==> src/rtl/aes_word_serializer4_if.sv <==
// Handshake bundle between the word source, the serializer and the MUX41X1 byte-lane mux.
// master = upstream/downstream environment, slave = serializer.
interface aes_word_serializer4_if #(
    parameter int BYTE_W = 8
);
    logic                  in_valid;
    logic                  in_ready;
    logic [4*BYTE_W-1:0]   in_word;
    logic                  out_valid;
    logic                  out_ready;
    logic [1:0]            sel;
    logic [BYTE_W-1:0]     out_byte;
    logic                  out_last;
    logic                  out_par;

    modport master (
        output in_valid, in_word, out_ready,
        input  in_ready, out_valid, sel, out_byte, out_last, out_par
    );

    modport slave (
        input  in_valid, in_word, out_ready,
        output in_ready, out_valid, sel, out_byte, out_last, out_par
    );
endinterface

==> src/rtl/aes_word_serializer4.sv <==
// Word-to-byte serializer feeding the MUX41X1 4:1 lane mux; drives {S1,S0} and the selected byte.
// Optional odd-parity output per beat when SERIAL_PARITY_EN is defined (otherwise OUT_PAR is 1).
//
// state | meaning
// IDLE  | buffer empty, accepting a word, no beat on the output
// SHIFT | word buffered, presenting lane lane_q; next word accepted only on the lane-3 beat
module aes_word_serializer4 #(
    parameter int BYTE_W = 8
) (
    input  logic                         clk_i,
    input  logic                         rst_i,
    aes_word_serializer4_if.slave        bus
);
    typedef enum logic {IDLE, SHIFT} state_t;

    state_t              state_q, state_d;
    logic [1:0]          lane_q, lane_d;
    logic [1:0]          sel_q, sel_d;
    logic [4*BYTE_W-1:0] buf_q, buf_d;
    logic                load;

    always_ff @(posedge clk_i or posedge rst_i) begin
        if (rst_i) begin
            state_q <= IDLE;
            lane_q  <= 2'd0;
            sel_q   <= 2'b00;
            buf_q   <= '0;
        end else begin
            state_q <= state_d;
            lane_q  <= lane_d;
            sel_q   <= sel_d;
            buf_q   <= buf_d;
        end
    end

    always_comb begin
        state_d       = state_q;
        lane_d        = lane_q;
        buf_d         = buf_q;
        load          = 1'b0;
        bus.in_ready  = 1'b0;
        bus.out_valid = 1'b0;
        case (state_q)
            IDLE: begin
                bus.in_ready = 1'b1;
                if (bus.in_valid) begin
                    load    = 1'b1;
                    state_d = SHIFT;
                    lane_d  = 2'd0;
                end
            end
            SHIFT: begin
                bus.out_valid = 1'b1;
                // Word slot frees up only as the last lane leaves, so ready follows OUT_READY there.
                bus.in_ready  = bus.out_ready && (lane_q == 2'd3);
                if (bus.out_ready) begin
                    if (lane_q != 2'd3) begin
                        lane_d = lane_q + 2'd1;
                    end else if (bus.in_valid) begin
                        load   = 1'b1;
                        lane_d = 2'd0;
                    end else begin
                        state_d = IDLE;
                        lane_d  = 2'd0;
                    end
                end
            end
            default: state_d = IDLE;
        endcase
        if (load) begin
            buf_d = bus.in_word;
        end
        // MUX41X1 decode: lane0..3 -> SEL 00,10,01,11, i.e. bits of lane swapped.
        sel_d = {lane_d[0], lane_d[1]};
    end

    always_comb begin
        bus.out_byte = buf_q[BYTE_W-1:0];
        case (lane_q)
            2'd0: bus.out_byte = buf_q[BYTE_W-1:0];
            2'd1: bus.out_byte = buf_q[2*BYTE_W-1:BYTE_W];
            2'd2: bus.out_byte = buf_q[3*BYTE_W-1:2*BYTE_W];
            2'd3: bus.out_byte = buf_q[4*BYTE_W-1:3*BYTE_W];
            default: bus.out_byte = buf_q[BYTE_W-1:0];
        endcase
    end

    assign bus.sel      = sel_q;
    assign bus.out_last = (lane_q == 2'd3) && bus.out_valid;

`ifdef SERIAL_PARITY_EN
    logic [3:0] par_q, par_d;

    always_ff @(posedge clk_i or posedge rst_i) begin
        if (rst_i) begin
            par_q <= 4'hF;
        end else begin
            par_q <= par_d;
        end
    end

    always_comb begin
        par_d = par_q;
        if (load) begin
            for (int i = 0; i < 4; i++) begin
                par_d[i] = ~^bus.in_word[i*BYTE_W +: BYTE_W];
            end
        end
    end

    assign bus.out_par = par_q[lane_q];
`else
    assign bus.out_par = 1'b1;
`endif
endmodule

==> src/flat_wrapper.sv <==
// flat-port wrapper written by rule: the top's interface ports become plain ports
module aes_word_serializer4_flat 
#(
    parameter int BYTE_W = 8
)
  (clk_i, rst_i, bus_in_valid, bus_in_word, bus_out_ready, bus_in_ready, bus_out_valid, bus_sel, bus_out_byte, bus_out_last, bus_out_par);
  aes_word_serializer4_if #(.BYTE_W(BYTE_W)) bus_i ();
  input  logic clk_i;
  input  logic rst_i;
  input wire logic [$bits(bus_i.in_valid)-1:0] bus_in_valid;
  input wire logic [$bits(bus_i.in_word)-1:0] bus_in_word;
  input wire logic [$bits(bus_i.out_ready)-1:0] bus_out_ready;
  output wire logic [$bits(bus_i.in_ready)-1:0] bus_in_ready;
  output wire logic [$bits(bus_i.out_valid)-1:0] bus_out_valid;
  output wire logic [$bits(bus_i.sel)-1:0] bus_sel;
  output wire logic [$bits(bus_i.out_byte)-1:0] bus_out_byte;
  output wire logic [$bits(bus_i.out_last)-1:0] bus_out_last;
  output wire logic [$bits(bus_i.out_par)-1:0] bus_out_par;
  assign bus_i.in_valid = bus_in_valid;
  assign bus_i.in_word = bus_in_word;
  assign bus_i.out_ready = bus_out_ready;
  assign bus_in_ready = bus_i.in_ready;
  assign bus_out_valid = bus_i.out_valid;
  assign bus_sel = bus_i.sel;
  assign bus_out_byte = bus_i.out_byte;
  assign bus_out_last = bus_i.out_last;
  assign bus_out_par = bus_i.out_par;
  aes_word_serializer4 #(.BYTE_W(BYTE_W)) u_core (.clk_i(clk_i), .rst_i(rst_i), .bus(bus_i));
endmodule
==> config.mk <==
export PLATFORM = sky130hd
export DESIGN_NAME = aes_word_serializer4_flat
export DESIGN_NICKNAME = d
export VERILOG_FILES = /design/src/rtl/aes_word_serializer4_if.sv /design/src/rtl/aes_word_serializer4.sv /design/src/flat_wrapper.sv
export SDC_FILE = /design/constraint.sdc
export NUM_CORES = 1
export LEC_CHECK = 0
export CAP_MARGIN = 20
export CORE_ASPECT_RATIO = 1.75
export CORE_MARGIN = 2
export CORE_UTILIZATION = 24
export CTS_CLUSTER_DIAMETER = 150
export CTS_CLUSTER_SIZE = 10
export DETAILED_ROUTE_END_ITERATION = 6
export PLACE_DENSITY_LB_ADDON = 0.08
export SYNTH_ARGS = -nofsm -noshare
export SYNTH_HDL_FRONTEND = slang
export SYNTH_SLANG_ARGS = --single-unit
==> constraint.sdc <==
create_clock -name clk_i -period 1.41 [get_ports clk_i]
set_input_delay 0.141 -clock clk_i [delete_from_list [all_inputs] [get_ports clk_i]]
set_output_delay 0.141 -clock clk_i [all_outputs]
set_load 0.03 [all_outputs]
==> metrics list <==
- The flow ran to the end, but the final reports show violations.
- The checks that failed: setup timing.
- After layout, the minimum clock period comes to about 1.9 ns.
- For this run, the slowest stage of the critical path takes 0.46 ns.
* I/O pin count: 50
- WS Path Type: reg -> out
- Count of synthesis-stage warnings from yosys: 0
* Die boundary height: around 130 um
- Nature of the critical path startpoint: flop
* Most frequent cells in the layout: 35 x clkdlybuf4s50_1, 34 x inv_1, 33 x dfrtp_1
- CTS placed an instance of clkbuf_16 at the clock tree root.
- Routability Congestion: around 0.7
* Number of detailed-routing iterations run before antenna repair: 7
* Sinks on the clock net: 35
- Among cell families on the critical path, the largest total delay comes from flip-flops.
* Class of the tightest hold or removal check: in -> async
- Across the VDD grid, the largest voltage drop is 0.864 mV.
- Entering global routing, the biggest net connects 36 pins.
- Synthesized netlist net count: approximately 220
* Layout overhead on the synthesized area: 56.5%
- Number of port buffers: 48
* Minimum setup slack in the final design: -0.522 ns
- The tightest hold path in the finished design has a slack of ~0.21 ns.
* Post-detailed-placement half-perimeter wirelength: around 4100 um
- In this run the core area contains between 40 and 50 standard-cell rows.
* Final setup vio count: 43
* X dimension of the die: approximately 74 um
* Placeable core region: between 0.008 and 0.009 mm^2
* Post-DR vias/cell: roughly 4.5
* Die ar.: a little over 0.009 mm^2
- Flip-flop and latch count after synthesis: 35
- Setup repair after global routing could not meet its margin everywhere.
* Max Root-Sink Buffers: 2
* Utilization after layout: 0.387
- At the worst endpoint, the required time is between 1 and 1.5 ns.
- Of all nets on the critical path, the largest fanout is 9.
* Data arrival, critical path: roughly 1.8 ns
- The number of endpoints with negative hold slack in the final report was 0.
* Global-route wire length before repair: about 10000 um
- Combined area of all synthesized cells: between 0.002 and 0.0025 mm^2
- Each instance of the synthesized netlist takes up on average 11.2 um^2.
- The via count of the first global-routing pass was 1777.
* # Max-Cap Violations: 0
* Total CTS buffers: 5
- Summed over all layers, the routed wires come to 5960 um.
* Number of buffer and inverter stages on the critical path: 2
- Between clock sinks in the finished design, the worst skew comes to approximately 0.004 ns.
- Max stage delay cell, worst path: dfrtp_2
- For this run, the total global-route usage over all layers was measured as 0.142.
- The placed instances occupy a cell area of between 0.002 and 0.003 mm^2.
- Timing would allow up to roughly 520 MHz.
- The analysis attributes to cell leakage a power of roughly 1.4 nW.
- The later pin in the worst-skew pair is clocked with a latency of between 0.2 and 0.3 ns.
- Nature of the critical path endpoint: primary output
* Share of final-layout standard cells stronger than drive strength 1: 0.377
* Total via count after detailed routing: 1637
- In this run, post-CTS hold repair placed 0 buffers.
- Routed length per placed instance: approximately 16 um
- For this run, design rule violations remaining after detail routing come to 0.
- Final TNS setup: -13.28 ns
- Number of violations reported at the end of detailed-routing iteration 0: between 60 and 70
* Post-route clock period utilization: 1.37
* Power per unit of standard cell area: 2330 mW/mm^2
* Initial antenna violation count: 0
- Total count of max-transition violations in the final report: 0
* Clock H-tree levels: 2
- Number of distinct library cells after synthesis: 22
- The initial utilization of the core area, before any placement, comes to 0.247.
* Count of mapped cells out of synthesis: approximately 180
- The signal on the critical path passes through ha_4, a222oi_1, buf_4, mux2i_4, buf_6.
- Clock-pin slew of the registers on the worst-case setup and hold paths: ~0.060 ns
* Final nets: between 200 and 300
* Total congestion overflow after global routing: 0
- The share of the Yosys chip area taken by registers is 0.426.
- The finished cells cover ~0.0032 mm^2.
- Diodes inserted: 0
- TritonCTS built the clock tree.
* Most frequent standard cell in the layout excluding fill and tap cells: clkdlybuf4s50_1
- Number of antenna-violating nets in the routed design: 0
[cell usage after synthesis]
master	instances	area, um^2
a21boi_2	1	11.3
a222oi_1	8	80.1
a32o_1	2	20.0
and2_1	1	6.26
and2b_1	1	7.51
and3_4	1	11.3
buf_1	1	3.75
buf_2	3	15.0
buf_4	4	30.0
buf_6	5	56.3
clkbuf_1	6	22.5
conb_1	1	3.75
dfrtp_1	35	876
ha_1	4	50.1
inv_1	35	131
inv_2	1	3.75
mux2i_1	9	90.1
nand2_1	32	120
nor2_1	1	3.75
o32ai_1	2	17.5
o32ai_2	30	488
or2_1	1	6.26
[sequential cells by signal, indices dropped and copies added, names as in the netlist]
register        count
u_core.state_q      1
u_core.bus.sel      1
u_core.buf_q       32
u_core.lane_q       1
[report_power, final]
group          internal (W)  switching (W)  leakage [nW]
registers           0.00150       0.000291         0.423
clock network      0.000752       0.000425        0.0772
logic               0.00248        0.00206         0.885
[worst min-delay path: cells and delay by family]
family / cells / cell delay (ns)
buffers and inverters: 3 / 0.71
[logic make-up after synthesis]
logic type | Yosys count | synth area share
buf+inv | 55 | 0.128
mux | 9 | 0.0439
simple gates | 37 | 0.0755
other cells | 1 | 0.00183
compound gates | 43 | 0.300
fa+ha+maj | 4 | 0.0244
flops | 35 | 0.426
[cell type report]
class,instances,area (um^2)
Inverter,36,135
Fill cell,829,5100
Multi-Input combinational cell,95,1070
Timing Repair Buffer,78,828
Tap cell,115,144
Clock buffer,8,156
Sequential cell,35,878
[final timing paths]
kind | startpoint | endpoint | slack [ns] | depth (start not counted)
max in group asynchronous | rst_i | u_core.lane_q[0] | 0.99 | 3
worst max-delay path | u_core.bus.sel[0] | bus_out_byte[1] | -0.52 | 5
worst min register to register | u_core.buf_q[21] | u_core.buf_q[21] | 0.54 | 2
worst max register to register | u_core.bus.sel[0] | u_core.buf_q[1] | -0.30 | 8
worst min-delay path | rst_i | u_core.buf_q[5] | 0.21 | 3
min in group clk_i | bus_in_word[31] | u_core.buf_q[31] | 0.42 | 3
[through the flow]
step | total power [W] | worst slack [ns] | std cells
2_1_floorplan | 0.00463 | -0.176 | 184
3_3_place_gp | 0.00606 | -0.250 | 355
3_5_place_dp | 0.00610 | -0.283 | 355
4_1_cts | 0.00760 | -0.521 | 367
5_1_grt | 0.00796 | -0.594 | 367
6_report | 0.00750 | -0.522 | 367
[layer usage]
layer / GRT usage / wire length (um) / up-vias
li1: - / - / 789
met1: 0.169 / 2390 / 794
met2: 0.243 / 3240 / 46
met3: 0.0326 / 228 / 8
met4: 0.0481 / 100 / 0
met5: 0 / 0 / -
[timing repair]
item	in CTS	in global routing
resized for setup	20	2
pin swaps	5	1
cloned	1	0
endpoints found under the setup margin	45	45
buffers inserted	3	0
endpoints found under the hold margin	0	0
Power figures use the tool's default switching activity.
